[src/rtl/vga_pkg.sv]
// Shared timing presets, RGB565 colours, pattern-mode encodings and the
// sideband record carried through the fetch-latency delay line.
package vga_pkg;

    localparam int VGA640_H_SYNC   = 96;
    localparam int VGA640_H_BACK   = 48;
    localparam int VGA640_H_ACTIVE = 640;
    localparam int VGA640_H_FRONT  = 16;
    localparam int VGA640_V_SYNC   = 2;
    localparam int VGA640_V_BACK   = 33;
    localparam int VGA640_V_ACTIVE = 480;
    localparam int VGA640_V_FRONT  = 10;

    localparam int SVGA800_H_SYNC   = 128;
    localparam int SVGA800_H_BACK   = 88;
    localparam int SVGA800_H_ACTIVE = 800;
    localparam int SVGA800_H_FRONT  = 40;
    localparam int SVGA800_V_SYNC   = 4;
    localparam int SVGA800_V_BACK   = 23;
    localparam int SVGA800_V_ACTIVE = 600;
    localparam int SVGA800_V_FRONT  = 1;

    localparam logic [15:0] RGB_WHITE   = 16'hFFFF;
    localparam logic [15:0] RGB_YELLOW  = 16'hFFE0;
    localparam logic [15:0] RGB_CYAN    = 16'h07FF;
    localparam logic [15:0] RGB_GREEN   = 16'h07E0;
    localparam logic [15:0] RGB_MAGENTA = 16'hF81F;
    localparam logic [15:0] RGB_RED     = 16'hF800;
    localparam logic [15:0] RGB_BLUE    = 16'h001F;
    localparam logic [15:0] RGB_BLACK   = 16'h0000;

    localparam logic [1:0] MODE_EXT   = 2'd0;
    localparam logic [1:0] MODE_BARS  = 2'd1;
    localparam logic [1:0] MODE_CHECK = 2'd2;
    localparam logic [1:0] MODE_WHITE = 2'd3;

    // Everything the output stage needs about a pixel, captured at request time.
    typedef struct packed {
        logic       hs;
        logic       vs;
        logic       act;
        logic [2:0] bar;
        logic       chk;
        logic       fs;
    } side_t;

    function automatic logic [15:0] bar_colour(input logic [2:0] idx);
        logic [15:0] c;
        case (idx)
            3'd0:    c = RGB_WHITE;
            3'd1:    c = RGB_YELLOW;
            3'd2:    c = RGB_CYAN;
            3'd3:    c = RGB_GREEN;
            3'd4:    c = RGB_MAGENTA;
            3'd5:    c = RGB_RED;
            3'd6:    c = RGB_BLUE;
            default: c = RGB_BLACK;
        endcase
        return c;
    endfunction

endpackage

[src/rtl/vga_delay_line.sv]
// Fixed-depth register pipe with async active-high reset; DEPTH=0 is a plain wire.
module vga_delay_line #(
    parameter int WIDTH = 8,
    parameter int DEPTH = 1
) (
    input  logic             clk_i,
    input  logic             rst_i,
    input  logic [WIDTH-1:0] din_i,
    output logic [WIDTH-1:0] dout_o
);

    generate
        if (DEPTH == 0) begin : g_bypass
            logic unused_clk_rst;
            assign unused_clk_rst = clk_i ^ rst_i;
            assign dout_o = din_i;
        end else begin : g_pipe
            logic [WIDTH-1:0] stage_q [DEPTH];

            always_ff @(posedge clk_i or posedge rst_i) begin
                if (rst_i) begin
                    for (int i = 0; i < DEPTH; i++) stage_q[i] <= '0;
                end else begin
                    stage_q[0] <= din_i;
                    for (int i = 1; i < DEPTH; i++) stage_q[i] <= stage_q[i-1];
                end
            end

            assign dout_o = stage_q[DEPTH-1];
        end
    endgenerate

endmodule

[src/rtl/vga_timing_gen.sv]
// VGA raster generator: requests pixels PIX_LAT cycles early and registers
// rgb/hsync/vsync/de so every mode reaches the pins PIX_LAT+1 cycles after its coordinates.
module vga_timing_gen
    import vga_pkg::*;
#(
    parameter int H_SYNC   = VGA640_H_SYNC,
    parameter int H_BACK   = VGA640_H_BACK,
    parameter int H_ACTIVE = VGA640_H_ACTIVE,
    parameter int H_FRONT  = VGA640_H_FRONT,
    parameter int V_SYNC   = VGA640_V_SYNC,
    parameter int V_BACK   = VGA640_V_BACK,
    parameter int V_ACTIVE = VGA640_V_ACTIVE,
    parameter int V_FRONT  = VGA640_V_FRONT,
    parameter bit HS_POL   = 1'b0,
    parameter bit VS_POL   = 1'b0,
    parameter int PIX_LAT  = 1,
    parameter int CNT_W    = 10
) (
    input  logic             vga_clk,
    input  logic             rst,
    input  logic [1:0]       mode,
    input  logic [15:0]      pic_data,
    output logic             pic_req,
    output logic [CNT_W-1:0] pic_x,
    output logic [CNT_W-1:0] pic_y,
    output logic             hsync,
    output logic             vsync,
    output logic             de,
    output logic [15:0]      rgb_data,
    output logic             frame_start,
    output logic [7:0]       frame_cnt
);

    localparam int H_TOTAL = H_SYNC + H_BACK + H_ACTIVE + H_FRONT;
    localparam int V_TOTAL = V_SYNC + V_BACK + V_ACTIVE + V_FRONT;
    localparam int H_ACT0  = H_SYNC + H_BACK;
    localparam int H_ACT1  = H_ACT0 + H_ACTIVE;
    localparam int V_ACT0  = V_SYNC + V_BACK;
    localparam int V_ACT1  = V_ACT0 + V_ACTIVE;
    localparam int BAR_W   = (H_ACTIVE / 8 > 0) ? H_ACTIVE / 8 : 1;

    logic [CNT_W-1:0] h_cnt_q, h_cnt_d, v_cnt_q, v_cnt_d;
    logic [CNT_W-1:0] x_off, y_off, bar_full;
    logic             h_act, v_act, act, frame_top;
    side_t            side_raw, side_dly;
    logic [1:0]       mode_lat_q;
    logic [15:0]      pix_sel, rgb_q;
    logic             hsync_q, vsync_q, de_q, frame_start_q;
    logic [7:0]       frame_cnt_q;

    always_comb begin
        h_cnt_d = h_cnt_q + CNT_W'(1);
        v_cnt_d = v_cnt_q;
        if (h_cnt_q == CNT_W'(H_TOTAL - 1)) begin
            h_cnt_d = '0;
            v_cnt_d = (v_cnt_q == CNT_W'(V_TOTAL - 1)) ? '0 : v_cnt_q + CNT_W'(1);
        end
    end

    assign frame_top = (h_cnt_q == '0) && (v_cnt_q == '0);

    // The pattern mode only changes on a frame boundary so a frame is never mixed.
    always_ff @(posedge vga_clk or posedge rst) begin
        if (rst) begin
            h_cnt_q    <= '0;
            v_cnt_q    <= '0;
            mode_lat_q <= MODE_EXT;
        end else begin
            h_cnt_q <= h_cnt_d;
            v_cnt_q <= v_cnt_d;
            if (frame_top) mode_lat_q <= mode;
        end
    end

    assign x_off    = h_cnt_q - CNT_W'(H_ACT0);
    assign y_off    = v_cnt_q - CNT_W'(V_ACT0);
    assign h_act    = (32'(h_cnt_q) >= 32'(H_ACT0)) && (32'(h_cnt_q) < 32'(H_ACT1));
    assign v_act    = (32'(v_cnt_q) >= 32'(V_ACT0)) && (32'(v_cnt_q) < 32'(V_ACT1));
    assign act      = h_act && v_act;
    assign bar_full = x_off / CNT_W'(BAR_W);

    assign pic_req = act;
    assign pic_x   = act ? x_off : '0;
    assign pic_y   = act ? y_off : '0;

    always_comb begin
        side_raw     = '0;
        side_raw.hs  = 32'(h_cnt_q) < 32'(H_SYNC);
        side_raw.vs  = 32'(v_cnt_q) < 32'(V_SYNC);
        side_raw.act = act;
        side_raw.bar = (bar_full > CNT_W'(7)) ? 3'd7 : bar_full[2:0];
        side_raw.chk = x_off[5] ^ y_off[5];
        side_raw.fs  = frame_top;
    end

    vga_delay_line #(
        .WIDTH ($bits(side_t)),
        .DEPTH (PIX_LAT)
    ) u_side_dly (
        .clk_i  (vga_clk),
        .rst_i  (rst),
        .din_i  (side_raw),
        .dout_o (side_dly)
    );

    always_comb begin
        case (mode_lat_q)
            MODE_EXT:   pix_sel = pic_data;
            MODE_BARS:  pix_sel = bar_colour(side_dly.bar);
            MODE_CHECK: pix_sel = side_dly.chk ? RGB_WHITE : RGB_BLACK;
            default:    pix_sel = RGB_WHITE;
        endcase
    end

    always_ff @(posedge vga_clk or posedge rst) begin
        if (rst) begin
            hsync_q       <= ~HS_POL;
            vsync_q       <= ~VS_POL;
            de_q          <= 1'b0;
            rgb_q         <= '0;
            frame_start_q <= 1'b0;
            frame_cnt_q   <= '0;
        end else begin
            hsync_q       <= side_dly.hs ? HS_POL : ~HS_POL;
            vsync_q       <= side_dly.vs ? VS_POL : ~VS_POL;
            de_q          <= side_dly.act;
            rgb_q         <= side_dly.act ? pix_sel : RGB_BLACK;
            frame_start_q <= side_dly.fs;
            if (side_dly.fs) frame_cnt_q <= frame_cnt_q + 8'd1;
        end
    end

    assign hsync       = hsync_q;
    assign vsync       = vsync_q;
    assign de          = de_q;
    assign rgb_data    = rgb_q;
    assign frame_start = frame_start_q;
    assign frame_cnt   = frame_cnt_q;

endmodule
[config.mk]
export PLATFORM = sky130hd
export DESIGN_NAME = vga_timing_gen
export DESIGN_NICKNAME = d
export VERILOG_FILES = /design/src/rtl/vga_pkg.sv /design/src/rtl/vga_delay_line.sv /design/src/rtl/vga_timing_gen.sv
export SDC_FILE = /design/constraint.sdc
export NUM_CORES = 1
export LEC_CHECK = 0
export ABC_AREA = 1
export CORE_MARGIN = 5
export CORE_UTILIZATION = 45
export DETAILED_ROUTE_END_ITERATION = 16
export GPL_TIMING_DRIVEN = 0
export PLACE_DENSITY = 0.76
export SLEW_MARGIN = 30
export SYNTH_ARGS = -nofsm -noshare
export SYNTH_HDL_FRONTEND = slang
export SYNTH_SLANG_ARGS = --single-unit
[constraint.sdc]
create_clock -name vga_clk -period 1.9 [get_ports vga_clk]
set_input_delay 0.38 -clock vga_clk [delete_from_list [all_inputs] [get_ports vga_clk]]
set_output_delay 0.38 -clock vga_clk [all_outputs]
set_load 0.005 [all_outputs]
== After elaboration in Yosys (flattened, before gate mapping) ==
Cells that the tools add are included.
Storage, ports and cells
  bits in registers: 58
  output and inout port bits: 49
  input port bits: 20
  word-level logic and storage cells: 53
Operators by class
  add/subtract/negate cells: 5
  eq/ne operators: 10
  divide/modulo/power cells: 1
  bitwise gates (word level): 1
  $lt $le $gt $ge: 7
  mux-type cells: 11
  reductions and logical operators: 8
Operator list (count)
  16-bit case mux with 7 select lines: 1
  16-bit case mux with 3 select lines: 1
  10-bit two-way mux: 4
  16-bit two-way mux: 2
  10-bit by 1-bit adder with 10-bit output (second input constant): 2
  10-bit equality test (second input constant): 2
  10-bit zero test: 2
  10-bit less-than comparator (second input constant): 2
  10-bit by 7-bit divider with 10-bit output (second input constant): 1
  10-bit by 6-bit >= comparator with 1-bit output (second input constant): 1
  10-bit by 8-bit >= comparator with 1-bit output (second input constant): 1
  10-bit by 3-bit greater-than comparator with 1-bit output (second input constant): 1
  10-bit by 2-bit less-than comparator with 1-bit output (second input constant): 1
  10-bit by 7-bit less-than comparator with 1-bit output (second input constant): 1
  10-bit by 6-bit subtractor with 10-bit output (second input constant): 1
  10-bit by 8-bit subtractor with 10-bit output (second input constant): 1
  3-bit equality test (second input constant): 3
  8-bit by 1-bit adder with 8-bit output (second input constant): 1
  3-bit by 2-bit equality test with 1-bit output (second input constant): 2
  1-bit logical AND: 4
  3-bit by 1-bit equality test with 1-bit output (second input constant): 1
  3-bit zero test: 1
  3-bit two-way mux: 1
  2-bit by 1-bit equality test with 1-bit output (second input constant): 1
  4 further kinds: 5

== Longest topological paths before layout ==
  depth after elaboration: 4
  depth in mapped cells: 18
  gate-level depth less buffers: 18

== By module ==
Synthesis repeated with hierarchy kept, for this count alone.
Second synthesis, totals
  cell total of the unflattened synthesis: 371
  area total of the unflattened synthesis: 3210.6 um^2
Modules (own cells, without submodules)
  vga_timing_gen: sequential area each 1253.7 um^2, cells an instance 362, area each 3006.6 um^2, instances 1
  vga_delay_line: sequential area each 200.2 um^2, cells an instance 9, area each 203.9 um^2, instances 1

== Worst setup path after synthesis ==
Ideal clock, no wire load.
  kind: flip-flop to output port
  start: register v_cnt_q[0]
  end: output port pic_req
  setup slack: -0.050 ns
  arrival: 1.570 ns
  stages on the path, launching flop included: 8
  path buffers: 1
  data required time: 1.520 ns
  path through: dfrtp_1 > ha_1 > or2_1 > o21ai_1 > nand3_1 > nand4_1 > buf_2 > inv_1
On the way
  word-level cells in the longest chain between the ends: 3
RTL lines
  from (decl): RTL line vga_timing_gen.sv:42  | logic [CNT_W-1:0] h_cnt_q, h_cnt_d, v_cnt_q, v_cnt_d;
  from (signal assigned): RTL line vga_timing_gen.sv:70  | v_cnt_q <= v_cnt_d;
  10-bit by 6-bit >= comparator with 1-bit output / 10-bit less-than comparator (equally long branches): RTL line vga_timing_gen.sv:78  | assign v_act = (32'(v_cnt_q) >= 32'(V_ACT0)) && (32'(v_cnt_q) < 32'(V_ACT1));
  1-bit logical AND *: RTL line vga_timing_gen.sv:78
  1-bit logical AND *: RTL line vga_timing_gen.sv:79  | assign act = h_act && v_act;
  to (decl): RTL line vga_timing_gen.sv:23  | output logic pic_req,
Every way passes the cells marked *; elsewhere a longest branch is shown, timed or not.

== Worst setup path after layout ==
  start: register v_cnt_q[3]
  end: output port pic_x[5]
On the way
  word-level cells in the longest chain between the ends: 4
RTL lines
  10-bit by 6-bit >= comparator with 1-bit output / 10-bit less-than comparator (equally long branches): RTL line vga_timing_gen.sv:78
  1-bit logical AND *: RTL line vga_timing_gen.sv:78
  1-bit logical AND *: RTL line vga_timing_gen.sv:79
  10-bit two-way mux *: RTL line vga_timing_gen.sv:83  | assign pic_x = act ? x_off : '0;
  to (decl): RTL line vga_timing_gen.sv:24  | output logic [CNT_W-1:0] pic_x,
Marked as above.

==> results.md <==
- CP startpoint kind: flop
- Hold Path Class: in -> async
- Detailed Routing Iterations Pass 1: 4
- DP HPWL: 5160 µm
- Synth warnings: 0
- H-tree depth: 3
- Die height: 92.4 µm
- RSZ-0062 raised after global routing: true
- Number of synthesized flops with an enable pin: 0
- Leading cell type in the layout, fill and taps excluded: dfrtp_1
- Reg2Reg Depth: 13
- Clock root buffer: clkbuf_8
- Worst EP required: 1.52 ns
- Post-Synth Adder-Cell Area: 3.28%
- Clock Latency Late Sink: 0.35 ns
- Worst r2r dst: u_side_dly.dout_o[2]
- FF-to-FF setup slack: -0.02 ns
- Largest family of logic cells by synthesized area: simple AND/OR/NAND/NOR gates
- Share of flip-flops with an asynchronous set or reset: 100%
- Endpoints failing setup: 22
- Worst slew pin tran: 0.622 ns
- Top cell type's share of synthesized area: 45.9%
- Synthesized area: 0.00305 mm²
- Dominant cell type by area after synthesis: dfrtp_1
- DRC: 0
- Io pins: 69
- Initial DRC count: 167
- Final min period: 2.53 ns
- Slew margin rel.: 58.1%
- Layout area overhead: 52.9%
- Setup crit end kind: output port
- PwrDens: 511 mW/mm²
- Mean Syn Cell Area: 8.77 µm²
- Fin nets: 491
- Yosys cell types: 42
- Hold Vio Cnt, Final: 0
- Count of pins over their slew limit: 0
- Setup TNS: -12.82 ns
- Commonest cells after routing, fill and taps aside: dfrtp_1, clkdlybuf4s50_1, a21oi_1
- #FFs+latches synth: 58
- Die Area: 0.00853 mm²
- Crit share post-route: 133%
- Mux contribution to synthesized area: 0.738%
- Detail-routed net length per standard cell: 15.8 µm
- Die width: 92.4 µm
- Outcome: finished with violations
- Fillers: 479
- Crit path DAT: 2.15 ns
- Vias: 2963
- GRT Total Usage: 19.5%
- Share of cells above drive strength 1: 38.7%
- Largest net degree at the start of global routing: 43
- Initial antenna violation count: 0
- Max-cap violations: 0
- Clock Skews: 0.0128 ns
- Post-Synth Simple-Gate Area: 24.9%
- ANT cells: 0
- Total gr overflow: 0
- Clk slew on worst S/H paths: 0.08 ns
- Inst Count DP: 497
- Via density: 5.41
- Worst vdd ir: 0.342 mV
- Critical path class: reg -> out
- WL final: 8660 µm
- Area share of xor/xnor cells in the synthesized design: 5.16%
- # rows: 30
- Vias in the first global route: 2746
- Initial Util: 45.7%
- CTS tree: yes
- Top FF cell, synth: dfrtp_1
- Clk buf depth: 2
- Hold-fix buffers at CTS: 0
- Worst flop-to-flop path startpoint: h_cnt_q[4]
- TritonCTS Sinks: 58
- Post-Syn Nets: 376
- Setup WS post-layout: -0.633 ns
- Top cells by area, synth: dfrtp_1, a21oi_1, inv_1
- Post-DRT Antenna Nets: 0
- Synth Area in Compound Gates: 11.1%
- FMAX: 395 MHz
- LEAKAGE: 2.23 nW
- Core Util, Final: 69.9%
- TritonCTS Buffers: 9
- Global-route wire length before repair: 13200 µm
- Routability cong.: 0.842
- # port buffers: 68
- Mapped Cells: 348
- Layout Cells excl Fill: 548
- Failing checks: negative setup slack
- Sequential fraction of the synthesis area: 47.6%
- Core area: 0.00668 mm²
- CP Max Fanout: 5
[how the worst max path moves through the flow]
stage | start | slack, ns | cells after the start | end
final | v_cnt_q[3] | -0.63 | 9 | pic_x[5]
after global routing | v_cnt_q[3] | -0.70 | 9 | pic_x[4]
after CTS | v_cnt_q[2] | -0.47 | 10 | pic_y[2]
after detailed placement | v_cnt_q[0] | -0.63 | 8 | pic_req
after global placement | rst | -0.93 | 2 | h_cnt_q[4]
after floorplan | v_cnt_q[0] | 0.02 | 7 | pic_req
[cells by family after synthesis]
| logic type | after synthesis |
|---|---|
| multiplexers | 2 |
| flip-flops | 58 |
| AND/OR/NAND/NOR | 143 |
| AO/OA/AOI/OAI | 63 |
| buffers and inverters | 56 |
| XOR/XNOR | 18 |
| adder cells (fa/ha/maj) | 8 |
[synth_stat cells (4+ instances only)]
library cell / instances
nand3_1: 24
inv_1: 44
a21oi_1: 41
nand2_2: 11
xor2_1: 14
nor2_1: 34
ha_1: 8
nand2_1: 39
dfrtp_1: 56
xnor2_1: 4
o21ai_0: 12
nor3_1: 6
nand4_1: 8
inv_2: 4
[cell type report]
| type | instances | area [µm²] | area share, % |
|---|---|---|---|
| Tap cell | 80 | 100 | 2.14 |
| Sequential cell | 58 | 1460 | 31.4 |
| Buffer | 6 | 48.8 | 1.05 |
| Timing Repair Buffer | 105 | 926 | 19.8 |
| Inverter | 49 | 199 | 4.26 |
| Multi-Input combinational cell | 234 | 1750 | 37.5 |
| Clock inverter | 6 | 41.3 | 0.884 |
| Clock buffer | 10 | 138 | 2.95 |
[sequential cells by signal (all words and copies together) (netlist names)]
register,cells
v_cnt_q,10
rgb_data,16
vsync,1
frame_cnt,8
frame_start,1
de,1
h_cnt_q,10
hsync,1
u_side_dly.dout_o,8
mode_lat_q,2
[power breakdown]
part | switching, mW | internal (mW) | leakage [nW]
logic | 0.0559 | 0.0510 | 1.41
clock network | 0.532 | 0.507 | 0.0847
registers | 0.00222 | 1.24 | 0.736
[metrics by stage]
stage          cell area (µm²)  total power [mW]  hold WS [ns]  setup WS (ns)
5_1_grt                   4670              2.47         0.341         -0.695
4_1_cts                   4280              2.39         0.334         -0.469
3_5_place_dp              3860              1.37         0.356         -0.628
2_1_floorplan             3060              1.31         0.337         0.0218
6_report                  4670              2.38         0.324         -0.633
3_3_place_gp              3840              1.36         0.339         -0.932
[worst max-delay path, stage by stage, from the launching register on]
cell	delay, ns
dfrtp_2	0.43
nor2_4	0.15
buf_6	0.13
nand2_4	0.05
o41ai_4	0.31
nand4_1	0.20
buf_4	0.21
buf_8	0.14
nor2_2	0.08
buf_2	0.11
[timing repair]
| action | CTS | global route |
|---|---|---|
| gates cloned | 2 | 0 |
| endpoints found under the setup margin | 24 | 30 |
| resized for setup | 130 | 74 |
| pin swaps | 10 | 22 |
| buffers inserted | 22 | 12 |
[metal layers]
layer  global-route usage [%]  routed length, µm
met1                     24.1               3400
met2                     32.0               4260
met3                     5.04                700
met5                        0                  0
met4                     8.54                301
No activity file was read; power rests on OpenSTA's default activity.
